**src/rtl/max7219_stream_tx.sv**
```systemverilog
// Serialises MAX7219 init and display-refresh traffic for a DISP_ROWS x DISP_COLUMNS daisy chain.
// Runs the init sequence once, then refreshes row-slots 0..7 from a per-frame snapshot.
module max7219_stream_tx #(
    parameter int unsigned DISP_ROWS    = 1,
    parameter int unsigned DISP_COLUMNS = 1,
    parameter int unsigned CLK_DIV      = 4,
    parameter logic [3:0]  INTENSITY    = 4'h8
) (
    input  logic                                            i_Clk,
    input  logic                                            i_Rst,
    input  logic [0:7][DISP_ROWS-1:0][DISP_COLUMNS-1:0][15:0] i_MAX7219_DataStream,
    output logic                                            o_MAX7219_DIN,
    output logic                                            o_MAX7219_CLK,
    output logic                                            o_MAX7219_CS,
    output logic                                            o_FrameDone,
    output logic                                            o_InitDone
);

    localparam int unsigned N  = DISP_ROWS * DISP_COLUMNS;
    localparam int unsigned SW = 16 * N;
    localparam int unsigned BW = $clog2(SW);
    localparam int unsigned CW = $clog2(2 * CLK_DIV);

    localparam logic [CW-1:0] DivLast   = CW'(2 * CLK_DIV - 1);
    localparam logic [CW-1:0] HighStart = CW'(CLK_DIV);
    localparam logic [BW-1:0] BitLast   = BW'(SW - 1);

    typedef enum logic [2:0] {
        StInitLoad,
        StSnapshot,
        StShift,
        StLatch,
        StNext
    } state_t;

    state_t          state_q, state_d;
    logic [CW-1:0]   div_q, div_d;
    logic [BW-1:0]   bit_q, bit_d;
    logic [2:0]      slot_q, slot_d;
    logic [2:0]      init_idx_q, init_idx_d;
    logic            framing_q, framing_d;
    logic [SW-1:0]   shreg_q, shreg_d;
    logic            cs_q, cs_d;
    logic            sclk_q, sclk_d;
    logic            din_q, din_d;
    logic            frame_done_q, frame_done_d;
    logic            init_done_q, init_done_d;
    logic [SW-1:0]   load_vec;
    logic [15:0]     init_word;

    logic [0:7][DISP_ROWS-1:0][DISP_COLUMNS-1:0][15:0] snap_q;

    // Word set for the transaction about to start; device N-1 lands in the top bits so it
    // leaves the shifter first.
    always_comb begin
        case (init_idx_q)
            3'd0:    init_word = 16'h0C01;
            3'd1:    init_word = 16'h0B07;
            3'd2:    init_word = 16'h0900;
            3'd3:    init_word = {12'h0A0, INTENSITY};
            3'd4:    init_word = 16'h0F00;
            default: init_word = 16'h0C01;
        endcase
        load_vec = '0;
        for (int unsigned r = 0; r < DISP_ROWS; r++) begin
            for (int unsigned c = 0; c < DISP_COLUMNS; c++) begin
                if (state_q == StInitLoad) begin
                    load_vec[16*(r*DISP_COLUMNS+c) +: 16] = init_word;
                end else if (state_q == StSnapshot) begin
                    load_vec[16*(r*DISP_COLUMNS+c) +: 16] = i_MAX7219_DataStream[0][r][c];
                end else begin
                    load_vec[16*(r*DISP_COLUMNS+c) +: 16] = snap_q[slot_q][r][c];
                end
            end
        end
    end

    // Outputs are registered, so each state computes what the pins show on the next cycle.
    always_comb begin
        state_d      = state_q;
        div_d        = div_q;
        bit_d        = bit_q;
        slot_d       = slot_q;
        init_idx_d   = init_idx_q;
        framing_d    = framing_q;
        shreg_d      = shreg_q;
        cs_d         = 1'b1;
        sclk_d       = 1'b0;
        din_d        = 1'b0;
        frame_done_d = 1'b0;
        init_done_d  = init_done_q;

        unique case (state_q)
            StInitLoad, StSnapshot, StNext: begin
                shreg_d = load_vec;
                cs_d    = 1'b0;
                din_d   = load_vec[SW-1];
                div_d   = '0;
                bit_d   = '0;
                state_d = StShift;
            end
            StShift: begin
                cs_d   = 1'b0;
                sclk_d = (div_q >= HighStart);
                din_d  = shreg_q[SW-1];
                if (div_q == DivLast) begin
                    div_d   = '0;
                    shreg_d = shreg_q << 1;
                    if (bit_q == BitLast) begin
                        state_d = StLatch;
                        if (!framing_q && init_idx_q == 3'd4) begin
                            init_done_d = 1'b1;
                        end
                    end else begin
                        bit_d = bit_q + 1'b1;
                    end
                end else begin
                    div_d = div_q + 1'b1;
                end
            end
            StLatch: begin
                if (div_q == DivLast) begin
                    div_d = '0;
                    if (!framing_q) begin
                        if (init_idx_q == 3'd4) begin
                            framing_d = 1'b1;
                            slot_d    = 3'd0;
                            state_d   = StSnapshot;
                        end else begin
                            init_idx_d = init_idx_q + 3'd1;
                            state_d    = StInitLoad;
                        end
                    end else if (slot_q == 3'd7) begin
                        // Explicit terminal slot; the 3-bit wrap is not relied on.
                        frame_done_d = 1'b1;
                        slot_d       = 3'd0;
                        state_d      = StSnapshot;
                    end else begin
                        slot_d  = slot_q + 3'd1;
                        state_d = StNext;
                    end
                end else begin
                    div_d = div_q + 1'b1;
                end
            end
            default: state_d = StInitLoad;
        endcase
    end

    always_ff @(posedge i_Clk or posedge i_Rst) begin
        if (i_Rst) begin
            state_q      <= StInitLoad;
            div_q        <= '0;
            bit_q        <= '0;
            slot_q       <= 3'd0;
            init_idx_q   <= 3'd0;
            framing_q    <= 1'b0;
            shreg_q      <= '0;
            cs_q         <= 1'b1;
            sclk_q       <= 1'b0;
            din_q        <= 1'b0;
            frame_done_q <= 1'b0;
            init_done_q  <= 1'b0;
        end else begin
            state_q      <= state_d;
            div_q        <= div_d;
            bit_q        <= bit_d;
            slot_q       <= slot_d;
            init_idx_q   <= init_idx_d;
            framing_q    <= framing_d;
            shreg_q      <= shreg_d;
            cs_q         <= cs_d;
            sclk_q       <= sclk_d;
            din_q        <= din_d;
            frame_done_q <= frame_done_d;
            init_done_q  <= init_done_d;
        end
    end

    // The whole frame is sent from this copy so upstream edits take effect only at frame start.
    always_ff @(posedge i_Clk or posedge i_Rst) begin
        if (i_Rst) begin
            snap_q <= '0;
        end else if (state_q == StSnapshot) begin
            snap_q <= i_MAX7219_DataStream;
        end
    end

    assign o_MAX7219_DIN = din_q;
    assign o_MAX7219_CLK = sclk_q;
    assign o_MAX7219_CS  = cs_q;
    assign o_FrameDone   = frame_done_q;
    assign o_InitDone    = init_done_q;

endmodule

```
**config.mk**
```make
export PLATFORM = sky130hd
export DESIGN_NAME = max7219_stream_tx
export DESIGN_NICKNAME = d
export VERILOG_FILES = /design/src/rtl/max7219_stream_tx.sv
export SDC_FILE = /design/constraint.sdc
export NUM_CORES = 1
export LEC_CHECK = 0
export CORE_MARGIN = 2
export CORE_UTILIZATION = 50
export CTS_BUF_LIST = sky130_fd_sc_hd__clkbuf_16
export CTS_CLUSTER_DIAMETER = 50
export CTS_CLUSTER_SIZE = 16
export DETAILED_ROUTE_END_ITERATION = 8
export HOLD_SLACK_MARGIN = 0.03
export PLACE_DENSITY = 0.76
export RECOVER_POWER = 100
export SLEW_MARGIN = 0
export SYNTH_ARGS = -nofsm -noshare
export SYNTH_HDL_FRONTEND = slang
export SYNTH_SLANG_ARGS = --single-unit
```
**constraint.sdc**
```tcl
create_clock -name i_Clk -period 10.3 [get_ports i_Clk]
set_input_delay 1.545 -clock i_Clk [delete_from_list [all_inputs] [get_ports i_Clk]]
set_output_delay 1.545 -clock i_Clk [all_outputs]
set_load 0.02 [all_outputs]
```
==> results_dict.tcl <==
set metrics [dict create \
    pwr-share-clk_pct 49.9 \
    drv_cap 5 \
    fin_setup_tns_ns 0 \
    top_reg_cell_synth "sky130_fd_sc_hd__dfrtp_1" \
    synth_top_area_share_pct 52.8 \
    setup_violations 0 \
    tritoncts_clock_tree "done" \
    gr-usage-all-layers_pct 24.0 \
    crit_type "reg -> reg" \
    placementRows 45 \
    clock-sinks 166 \
    synthArstFlopShare_pct 100 \
    switching_share_pct 19.9 \
    drc_errors 0 \
    synth.lib_cells_used.distinct 49 \
    pin_count 135 \
    holdWs_ns 0.462 \
    max_clock_freq_mhz 171 \
    grt_antenna_before_repair 0 \
    ys_ff_latch 166 \
    worstHoldPathType "reg -> reg" \
    hpwl_mm 12.1 \
    timing.critical_path.required_ns 10.63 \
    die_w_um 129 \
    die_h_um 129 \
    post_route_cells_drive_above_1_share_pct 7.04 \
    synth_enable_flop_cells 0 \
    worst-endpoint-arrival_ns 6.17 \
    place.port_buffers 134 \
    cts_post_setup_buffers_inserted 0 \
    routedWlPerCell_um 16.2 \
    worst_hold_path.num_cells 2 \
    finalCriticalPeriod_ns 5.84 \
    run_status "finished, violations left" \
    fp.dieArea_um2 16700 \
    holdCritStartpoint "snap_q[111]$_DFFE_PP0N_" \
    finalPower_mw 1.43 \
    synth.net_count 954 \
    synthTopCellsByArea "sky130_fd_sc_hd__dfrtp_1 (53%), sky130_fd_sc_hd__nand2_1 (19%), sky130_fd_sc_hd__mux4_2 (6.0%), sky130_fd_sc_hd__mux4_1 (3.7%), sky130_fd_sc_hd__mux2i_1 (1.7%)" \
    hold_buffers 0 \
    detailedPlace.worstSlack_ns 6.68 \
    max-clock-path-buffers 2 \
    share_comb_of_total_power_pct 4.6 \
    postRouteAntennaNets 0 \
    routed_via_density 5.41 \
    utilization_pct 64.8 \
    ctsHtreeMaxLevel 4 \
    cell_internal_pwr_mw 1.15 \
    slowest_delay_ns 3.63 \
    synthesis.yosys.warnings 0 \
    finClkSkew_ns 0.00867 \
    clk_root_buffer_cell "sky130_fd_sc_hd__clkbuf_16" \
    avgSynthCellArea_um2 9.60 \
    clock_latency_ns 0.43 \
    vias 6212 \
    maximum_number_of_pins_on_one_net_before_global_route_repair 130 \
    fp.coreArea_um2 15300 \
    postSynthCellCount 814 \
    critical_path_peak_fanout 129 \
    cts_made_buffers 17 \
    initial_core_util_pct 51.2 \
    power.leakage_nw 4.16 \
    post_synth_instance_area_um2 7820 \
    cts_repair_resize_count 0 \
    timing.critical_path.to_type "flip-flop" \
    path_cells "nor3_1 > clkbuf_1 > a221oi_1 > o22ai_1" \
    seq_power_share_pct 45.5 \
    wire_length_of_the_first_global_routing_pass_mm 30.6 \
    failed_checks "capacitance limit, slew limit" \
    yosysSeqAreaShare_pct 53.2 \
    firstDrtPassIters 5 \
    r2r-end "shreg_q[12]$_DFFE_PP0P_" \
    synth_top_area_cell "sky130_fd_sc_hd__dfrtp_1" \
    route.final.wire_length_mm 18.6 \
    cp-start-kind "flip-flop" \
    worst_r2r_path_depth 4 \
    worst_slack_ns 4.46 \
    p_sw_mw 0.285 \
    antennaDiodeCount 0 \
    tightest_slew_ns 5.18 \
    drt_first_iter_violations 664 \
    num-nets-final 1065 \
    first_global_vias 6086 \
    worstHoldEndpoint "snap_q[111]$_DFFE_PP0N_" \
    critical_path_cell_with_the_highest_stage_delay "sky130_fd_sc_hd__clkbuf_1" \
    gp_congestion 0.822 \
    path_clk_slew_ns 0.07 \
    worst_r2r_startpoint "state_q[2]$_DFFE_PP0P_" \
    setup.reg_to_reg.worst_slack_ns 4.46 \
    finalHoldViolCount 0 \
    synth_top_cells_by_count "sky130_fd_sc_hd__nand2_1 (399), sky130_fd_sc_hd__dfrtp_1 (165), sky130_fd_sc_hd__nor2_1 (26)" \
    yosysMostFrequentCell "sky130_fd_sc_hd__nand2_1" \
    unrepaired_setup_endpoints_after_global_routing "no" \
    min_period_over_period_pct 56.7 \
    pwr_density_cell_nw_per_um2 145 \
    synthToLayoutAreaGrowth_pct 26.5 \
    overflow 0 \
    max-slew-margin-rel_pct -245 \
    report.final.slew_viol_count 372 \
    vdd.ir_drop.worst_v 0.000108 \
]
==> layout make-up <==
class	count	area [um2]
Clock inverter	15	233
Sequential cell	166	4160
Multi-Input combinational cell	590	3390
Fill cell	1221	5370
Clock buffer	17	425
Tap cell	211	264
Inverter	7	27.5
Timing Repair Buffer	143	1390
==> cell usage in the layout (no fill, tap or decap), drive strengths merged, types with 3 or more instances in the layout <==
| cell type | instances |
|---|---|
| nor2b | 3 |
| inv | 8 |
| nor2 | 26 |
| bufinv | 6 |
| o21ai | 15 |
| or3 | 4 |
| o211ai | 3 |
| mux4 | 32 |
| dlygate4sd3 | 9 |
| buf | 5 |
| nand3 | 4 |
| mux2 | 4 |
| nor3 | 4 |
| nand2b | 6 |
| a32o | 4 |
| clkbuf | 21 |
| o22ai | 9 |
| clkinv | 6 |
| a221o | 3 |
| a221oi | 8 |
| clkdlybuf4s50 | 125 |
| dfrtp | 165 |
| a211oi | 4 |
| nand3b | 3 |
| and3 | 3 |
| a21oi | 8 |
| mux2i | 13 |
| a21o | 5 |
| ha | 10 |
| nand2 | 399 |
==> power by group through the flow <==
stage	clock [mW]	combinational, mW	sequential (mW)
global route	0.753	0.0709	0.652
global placement	0	0.0668	0.664
detailed placement	0	0.0666	0.664
floorplan	0	0.0106	0.664
finish	0.715	0.0655	0.652
CTS	0.722	0.0670	0.652
==> state kept, by name, indices dropped and copies added (netlist names) <==
register       count
o_MAX7219_CLK      1
init_idx_q         3
slot_q             3
div_q              3
o_MAX7219_CS       1
o_FrameDone        1
framing_q          1
state_q            3
snap_q           128
o_InitDone         1
o_MAX7219_DIN      1
shreg_q           16
bit_q              4
==> per-layer routing <==
metal | GRT usage (%) | vias to the layer above | wire length (um)
li1 | - | 2932 | -
met1 | 34.2 | 3014 | 8310
met2 | 36.8 | 234 | 8620
met3 | 5.45 | 32 | 1270
met4 | 8.31 | 0 | 425
met5 | 0 | - | 0
==> cells by family after synthesis <==
| logic type | share of synthesized area [%] |
|---|---|
| and+or+nand+nor | 23.5 |
| DFF | 53.2 |
| adders and majority gates | 1.60 |
| xor gates and xnor gates | 0.112 |
| buffers and inverters | 3.52 |
| AOI/OAI and AO/OA | 6.08 |
| muxes | 12.0 |
==> how the worst max path moves through the flow <==
| stage | start | to | slack [ns] | depth (start not counted) |
|---|---|---|---|---|
| finish | state_q[2]$_DFFE_PP0P_ | shreg_q[12]$_DFFE_PP0P_ | 4.46 | 4 |
| detailed placement | i_Rst | snap_q[123]$_DFFE_PP0N_ | 6.68 | 3 |
| floorplan | i_Rst | bit_q[0]$_DFFE_PP0P_ | 4.27 | 1 |
| CTS | i_Rst | snap_q[123]$_DFFE_PP0N_ | 7.14 | 3 |
| global route | state_q[0]$_DFFE_PP0P_ | shreg_q[13]$_DFFE_PP0P_ | 3.72 | 6 |
| global placement | i_Rst | snap_q[67]$_DFFE_PP0N_ | 6.70 | 3 |
==> metrics by stage <==
step / area [um2] / instances
after floorplan: 7820 / 814
after global placement: 9260 / 1117
after detailed placement: 9260 / 1117
after CTS: 9920 / 1149
after global routing: 9890 / 1149
final: 9890 / 1149
==> critical path, delay by kind of cell, from the launching register on <==
kind,cells,cell delay [ns]
buf+inv,1,3.63
compound gates,2,0.97
flops,1,0.68
simple gates,1,0.39
Power figures use the tool's default switching activity.
